### config.mk
export PLATFORM = sky130hd
export DESIGN_NAME = lieat_exu_com_trapctrl
export DESIGN_NICKNAME = d
export VERILOG_FILES = /design/src/rtl/lieat_trap_pkg.sv /design/src/rtl/lieat_general_dfflr.sv /design/src/rtl/lieat_trap_mstatus_upd.sv /design/src/rtl/lieat_exu_com_trapctrl.sv
export SDC_FILE = /design/constraint.sdc
export NUM_CORES = 1
export LEC_CHECK = 0
export CAP_MARGIN = 30
export CORE_UTILIZATION = 33
export CTS_CLUSTER_SIZE = 14
export DETAILED_ROUTE_END_ITERATION = 7
export PLACE_DENSITY_LB_ADDON = 0.1
export SLEW_MARGIN = 20
export SYNTH_ARGS = -nofsm -noshare
export SYNTH_HDL_FRONTEND = slang
export SYNTH_SLANG_ARGS = --single-unit
### constraint.sdc
create_clock -name i_clk -period 1.5 [get_ports i_clk]
set_clock_uncertainty 0.05 [all_clocks]
set_input_delay 0.15 -clock i_clk [delete_from_list [all_inputs] [get_ports i_clk]]
set_output_delay 0.15 -clock i_clk [all_outputs]
set_load 0.005 [all_outputs]
### src/rtl/lieat_trap_pkg.sv
// Shared constants and state encoding for the commit-stage trap/return sequencer.
package lieat_trap_pkg;

    localparam int unsigned XLEN = 32;

    localparam logic [11:0] CsrNone    = 12'h000;
    localparam logic [11:0] CsrMstatus = 12'h300;
    localparam logic [11:0] CsrMtvec   = 12'h305;
    localparam logic [11:0] CsrMepc    = 12'h341;
    localparam logic [11:0] CsrMcause  = 12'h342;

    localparam logic [3:0] CauseIllegal = 4'd2;
    localparam logic [3:0] CauseBreak   = 4'd3;
    localparam logic [3:0] CauseEcallM  = 4'd11;

    localparam int unsigned MstatusMie   = 3;
    localparam int unsigned MstatusMpie  = 7;
    localparam int unsigned MstatusMppLo = 11;
    localparam int unsigned MstatusMppHi = 12;

    typedef enum logic [2:0] {
        StIdle   = 3'd0,
        StTRd    = 3'd1,
        StTWe    = 3'd2,
        StTWs    = 3'd3,
        StRedirT = 3'd4,
        StRRd    = 3'd5,
        StRWs    = 3'd6,
        StRedirR = 3'd7
    } trap_st_e;

endpackage

### src/rtl/lieat_general_dfflr.sv
// Generic load-enabled flop with asynchronous active-low reset to zero.
module lieat_general_dfflr #(
    parameter int unsigned DW = 32
) (
    input  logic          i_clk,
    input  logic          i_rstn,
    input  logic          i_lden,
    input  logic [DW-1:0] i_dnxt,
    output logic [DW-1:0] o_qout
);

    logic [DW-1:0] r_q;

    always_ff @(posedge i_clk or negedge i_rstn) begin
        if (!i_rstn) begin
            r_q <= '0;
        end else if (i_lden) begin
            r_q <= i_dnxt;
        end
    end

    assign o_qout = r_q;

endmodule

### src/rtl/lieat_trap_mstatus_upd.sv
// Combinational mstatus next-values for trap entry and for mret.
module lieat_trap_mstatus_upd
    import lieat_trap_pkg::*;
#(
    parameter int unsigned XLEN = 32
) (
    input  logic [XLEN-1:0] i_ms,
    output logic [XLEN-1:0] o_ms_trap,
    output logic [XLEN-1:0] o_ms_mret
);

    always_comb begin
        o_ms_trap = i_ms;
        o_ms_trap[MstatusMpie] = i_ms[MstatusMie];
        o_ms_trap[MstatusMie]  = 1'b0;
        o_ms_trap[MstatusMppHi:MstatusMppLo] = 2'b11;

        o_ms_mret = i_ms;
        o_ms_mret[MstatusMie]  = i_ms[MstatusMpie];
        o_ms_mret[MstatusMpie] = 1'b1;
        o_ms_mret[MstatusMppHi:MstatusMppLo] = 2'b11;
    end

endmodule

### src/rtl/lieat_exu_com_trapctrl.sv
// Commit-stage trap/mret sequencer: drives CSR commit/IFU-read ports and the front-end redirect.
module lieat_exu_com_trapctrl
    import lieat_trap_pkg::*;
#(
    parameter int unsigned XLEN = 32
) (
    input  logic            i_clk,
    input  logic            i_rstn,
    input  logic            i_cmt_valid,
    output logic            o_cmt_ready,
    input  logic            i_cmt_ecall,
    input  logic            i_cmt_ebreak,
    input  logic            i_cmt_illegal,
    input  logic            i_cmt_mret,
    input  logic [XLEN-1:0] i_cmt_pc,
    output logic            o_csr_ena,
    output logic            o_csr_write,
    output logic            o_csr_read,
    output logic [11:0]     o_csr_idx,
    output logic [XLEN-1:0] o_csr_wdata,
    output logic [11:0]     o_csr_idx2,
    output logic [XLEN-1:0] o_csr_wdata2,
    input  logic [XLEN-1:0] i_csr_rdata,
    output logic            o_ifu_csr_ren,
    output logic [11:0]     o_ifu_csr_idx,
    input  logic [XLEN-1:0] i_ifu_csr_rdata,
    output logic            o_flush_req,
    output logic [XLEN-1:0] o_flush_pc,
    input  logic            i_flush_ack,
    output logic            o_trap_busy
);

    trap_st_e        r_st;
    trap_st_e        w_st_nxt;
    logic [2:0]      w_st_raw;
    logic [XLEN-1:0] r_epc;
    logic [3:0]      r_cause;
    logic [XLEN-1:0] r_ms;
    logic [3:0]      w_cause_nxt;
    logic            w_exc;
    logic            w_exc_acc;
    logic            w_ms_lden;
    logic [XLEN-1:0] w_ms_trap;
    logic [XLEN-1:0] w_ms_mret;
    logic            w_unused;

    assign w_exc       = i_cmt_illegal | i_cmt_ebreak | i_cmt_ecall;
    assign w_exc_acc   = i_cmt_valid & o_cmt_ready & w_exc;
    assign w_ms_lden   = (r_st == StTRd) | (r_st == StRRd);
    assign w_cause_nxt = i_cmt_illegal ? CauseIllegal :
                         i_cmt_ebreak  ? CauseBreak   : CauseEcallM;

    lieat_general_dfflr #(.DW(3)) u_st (
        .i_clk  (i_clk),
        .i_rstn (i_rstn),
        .i_lden (1'b1),
        .i_dnxt (w_st_nxt),
        .o_qout (w_st_raw)
    );
    assign r_st = trap_st_e'(w_st_raw);

    lieat_general_dfflr #(.DW(XLEN)) u_epc (
        .i_clk  (i_clk),
        .i_rstn (i_rstn),
        .i_lden (w_exc_acc),
        .i_dnxt (i_cmt_pc),
        .o_qout (r_epc)
    );

    lieat_general_dfflr #(.DW(4)) u_cause (
        .i_clk  (i_clk),
        .i_rstn (i_rstn),
        .i_lden (w_exc_acc),
        .i_dnxt (w_cause_nxt),
        .o_qout (r_cause)
    );

    lieat_general_dfflr #(.DW(XLEN)) u_ms (
        .i_clk  (i_clk),
        .i_rstn (i_rstn),
        .i_lden (w_ms_lden),
        .i_dnxt (i_csr_rdata),
        .o_qout (r_ms)
    );

    lieat_trap_mstatus_upd #(.XLEN(XLEN)) u_ms_upd (
        .i_ms      (r_ms),
        .o_ms_trap (w_ms_trap),
        .o_ms_mret (w_ms_mret)
    );

    assign o_cmt_ready = (r_st == StIdle);
    assign o_trap_busy = ~o_cmt_ready;

    always_comb begin
        w_st_nxt      = r_st;
        o_csr_ena     = 1'b0;
        o_csr_write   = 1'b0;
        o_csr_read    = 1'b0;
        o_csr_idx     = CsrNone;
        o_csr_wdata   = '0;
        o_csr_idx2    = CsrNone;
        o_csr_wdata2  = '0;
        o_ifu_csr_ren = 1'b0;
        o_ifu_csr_idx = CsrNone;
        o_flush_req   = 1'b0;
        o_flush_pc    = '0;
        unique case (r_st)
            StIdle: begin
                // A valid commit with no flag is consumed without any action.
                if (i_cmt_valid) begin
                    if (w_exc) begin
                        w_st_nxt = StTRd;
                    end else if (i_cmt_mret) begin
                        w_st_nxt = StRRd;
                    end
                end
            end
            StTRd: begin
                o_csr_ena  = 1'b1;
                o_csr_read = 1'b1;
                o_csr_idx  = CsrMstatus;
                w_st_nxt   = StTWe;
            end
            StTWe: begin
                o_csr_ena    = 1'b1;
                o_csr_write  = 1'b1;
                o_csr_idx    = CsrMepc;
                o_csr_wdata  = {r_epc[XLEN-1:1], 1'b0};
                o_csr_idx2   = CsrMcause;
                o_csr_wdata2 = {{(XLEN-4){1'b0}}, r_cause};
                w_st_nxt     = StTWs;
            end
            StTWs: begin
                o_csr_ena   = 1'b1;
                o_csr_write = 1'b1;
                o_csr_idx   = CsrMstatus;
                o_csr_wdata = w_ms_trap;
                w_st_nxt    = StRedirT;
            end
            StRedirT: begin
                o_ifu_csr_ren = 1'b1;
                o_ifu_csr_idx = CsrMtvec;
                o_flush_req   = 1'b1;
                o_flush_pc    = {i_ifu_csr_rdata[XLEN-1:2], 2'b00};
                if (i_flush_ack) begin
                    w_st_nxt = StIdle;
                end
            end
            StRRd: begin
                o_csr_ena  = 1'b1;
                o_csr_read = 1'b1;
                o_csr_idx  = CsrMstatus;
                w_st_nxt   = StRWs;
            end
            StRWs: begin
                o_csr_ena   = 1'b1;
                o_csr_write = 1'b1;
                o_csr_idx   = CsrMstatus;
                o_csr_wdata = w_ms_mret;
                w_st_nxt    = StRedirR;
            end
            StRedirR: begin
                o_ifu_csr_ren = 1'b1;
                o_ifu_csr_idx = CsrMepc;
                o_flush_req   = 1'b1;
                o_flush_pc    = {i_ifu_csr_rdata[XLEN-1:1], 1'b0};
                if (i_flush_ack) begin
                    w_st_nxt = StIdle;
                end
            end
            default: begin
                w_st_nxt = StIdle;
            end
        endcase
    end

    // Alignment bits are intentionally dropped from the saved PC and redirect target.
    assign w_unused = ^{r_epc[0], i_ifu_csr_rdata[0]};

endmodule

==> results.md <==
- Initial antenna violation count: 1
- Global-route wire length before repair: ~17000 um
- Pwr Density: about 2200 nW/um2
- # diodes: 0
- Starting Density: about 34%
- Met3 Usage GRT: 5.33%
- Layout cell share with drive strength beyond 1: 49.5%
- Initial DRC Count: 90
- Die Wd: around 110 um
- DRC Markers: 0
- Drt wl/cell: 16.9 um
- Synth Warn #: 0
- Part of the cycle the worst path needs: 132%
- Gpl congestion: between 0.7 and 0.8
- Number of I/O port buffers: 185
- Netlist cell types: 30
- Vias: 3202
- CTS sink cnt: 67
- Total CTS buffers: 9
- Data arrival time of the worst path: 1.78 ns
- CTS tree: done
- Gr usage total: 18.3%
- Core region area: between 10000 and 15000 um2
- CTS Buffer Depth: 2
- Most used DFF post-synth: dfrtp_1
- #FFs+latches synth: 67
- Largest net degree at the start of global routing: just under 70
- Worst-Skew Late Latency: 0.32 ns
- Final setup TNS: -51.35 ns
- Die Area: 12000 um2
- RSZ-0062 raised after global routing: yes
- CTS root buf: clkbuf_16
- Final Critical Period: just under 2 ns
- Die height: 109 um
- Max-slew violation count: 0
- CP Data Required Time: 1.30 ns
- Synthesized area: 3800 um2
- Detailed Route WL: 12000 um
- Grt met1 use: 22.3%
- Critical path type: flip-flop to output port
- Final instance area: 6770 um2
- Worst-path maximum fanout: 6
- Met2 track demand over resource: 31.5%
- Sequential-to-total area share from yosys stat: 44.1%
- H-Tree Depth: 3
- Remaining global-route overflow: 0
- Post-DP HPWL: between 7000 and 8000 um
- Busiest grt layer: met2
- Failing checks: negative setup slack
- Post-synth EDFFs: 0
- Maximum clock rate: 505 MHz
- Final #Nets: ~670
- Worst IR Drop VDD: 0.948 mV
- Final hold vios: 0
- Final setup margin: -0.479 ns
- Cell Rows: 38
- Via density: 4.51
- DRT antenna net count: 0
- Vias in the first global route: 3073
- DR pass1 iterations: 4
- Outcome: complete, but fails checks
- Clock transition at path regs: approximately 0.06 ns
- Layout area overhead: 78.0%
- Syn Area/Cell: 12.0 um2
- Final setup fails: 151
- Post-Syn Instances: about 320
- Post-Place Cell Area: roughly 5700 um2
- Crit. End Element: output port
- Ys async rst share: 100%
- CP Launch Type: flip-flop
- HP Class: input pin to asynchronous set/reset pin
- Max-Cap Viols: 0
- Ports: 243
- P_leak: 3.38 nW
-- synth_stat cells, types with 2 or more instances --
master | instances | area, um2
and3_1 | 36 | 225
buf_6 | 3 | 33.8
buf_2 | 10 | 50.1
nand2_1 | 2 | 7.51
a22o_1 | 27 | 236
o31a_1 | 2 | 17.5
mux2i_1 | 2 | 20.0
inv_1 | 2 | 7.51
nand2b_1 | 3 | 18.8
nor2_1 | 7 | 26.3
clkbuf_1 | 9 | 33.8
mux2_2 | 34 | 383
dfrtp_1 | 67 | 1680
mux2_4 | 28 | 420
buf_4 | 64 | 480
and2_1 | 7 | 43.8
-- cells by family (layout without fill, tap and decap cells) --
family,count (synthesis),in the layout,share of synthesized area (%)
xor gates and xnor gates,2,2,0.461
DFF,67,67,44.1
muxes,64,64,21.7
buffers and inverters,88,289,15.9
other,1,53,0.0987
AOI/OAI and AO/OA,34,34,7.67
and+or+nand+nor,61,61,10.1
-- metal layers --
| layer | part of all wire (%) | vias up | wire [um] |
|---|---|---|---|
| li1 | - | 1495 | - |
| met1 | 41 | 1546 | 4980 |
| met2 | 50 | 143 | 6050 |
| met3 | 6.9 | 16 | 827 |
| met4 | 1.0 | 2 | 125 |
| met5 | 0.11 | - | 13 |
-- placed cells by master, fill, tap and decap left out, types with 2 or more instances in the layout --
master,instances
nand2_1,2
clkbuf_8,2
buf_4,22
buf_12,9
nand2b_1,3
buf_8,10
buf_2,22
and2_4,5
and3_4,17
dfrtp_1,64
and2_1,2
inv_1,2
mux2i_1,2
clkbuf_16,15
a22o_1,27
mux2_2,30
nor2_1,3
conb_1,53
clkdlybuf4s50_1,98
clkbuf_2,36
mux2_4,32
o31a_1,2
dfrtp_2,3
clkdlybuf4s15_2,2
nor2_4,3
buf_6,61
and3_1,19
-- worst max-delay path, stage by stage (launching register included) --
cell     delay, ns
dfrtp_2       0.47
buf_6         0.14
buf_6         0.10
and2_4        0.16
buf_12        0.13
buf_12        0.12
a22o_1        0.20
buf_2         0.13
-- sequential cells by signal (all words and copies together) (netlist names) --
register / count
u_cause.o_qout: 3
u_epc.o_qout: 31
u_ms.o_qout: 30
u_st.o_qout: 3
-- layout make-up --
cell class                      count  area (um2)
Multi-Input combinational cell    214        1900
Clock buffer                       11         253
Clock inverter                      5        60.1
Timing Repair Buffer              271        2700
Tap cell                          140         175
Inverter                            2        7.51
Fill cell                         932        4260
Sequential cell                    67        1680
-- metrics by stage --
stage	setup WS [ns]	std cells	utilization (%)	hold WS (ns)	total power, mW
2_1_floorplan	-0.0304	369	-	-0.196	6.88
3_3_place_gp	-0.405	636	51.8	0.151	10.4
3_5_place_dp	-0.450	636	51.8	0.150	10.5
4_1_cts	-0.687	672	56.9	0.339	13.1
5_1_grt	-0.552	710	61.4	0.380	16.1
6_report	-0.479	710	61.4	0.343	15.2
-- timing repair --
action	in CTS	in global routing
pin swaps	4	23
setup buffers	17	35
cloned	3	8
hold buffers	1	0
gates resized for setup	145	226
endpoints found under the setup margin	149	150
endpoints found under the hold margin	67	0
-- report_power, final --
| group | switching, mW | internal [mW] | total (mW) |
|---|---|---|---|
| Clock | 0.775 | 1.38 | 2.16 |
| Sequential | 0.601 | 2.73 | 3.33 |
| Combinational | 3.43 | 6.25 | 9.67 |
-- final timing paths --
path                                          startpoint  cells past startpoint  slack, ns                             to
max reg2reg                   u_st.o_qout[0]$_DFFE_PN0P_                      8      -0.46   u_epc.o_qout[10]$_DFFE_PN0P_
max                           u_st.o_qout[1]$_DFFE_PN0P_                      7      -0.48                 o_csr_wdata[8]
min reg2reg                u_cause.o_qout[1]$_DFFE_PN0P_                      1       0.44  u_cause.o_qout[1]$_DFFE_PN0P_
min                                               i_rstn                      3       0.34    u_ms.o_qout[16]$_DFFE_PN0P_
min in group i_clk                        i_csr_rdata[2]                      2       0.38     u_ms.o_qout[2]$_DFFE_PN0P_
max in group asynchronous                         i_rstn                      3       0.74     u_st.o_qout[0]$_DFFE_PN0P_
Note: power is estimated with default switching activity, not from simulation.
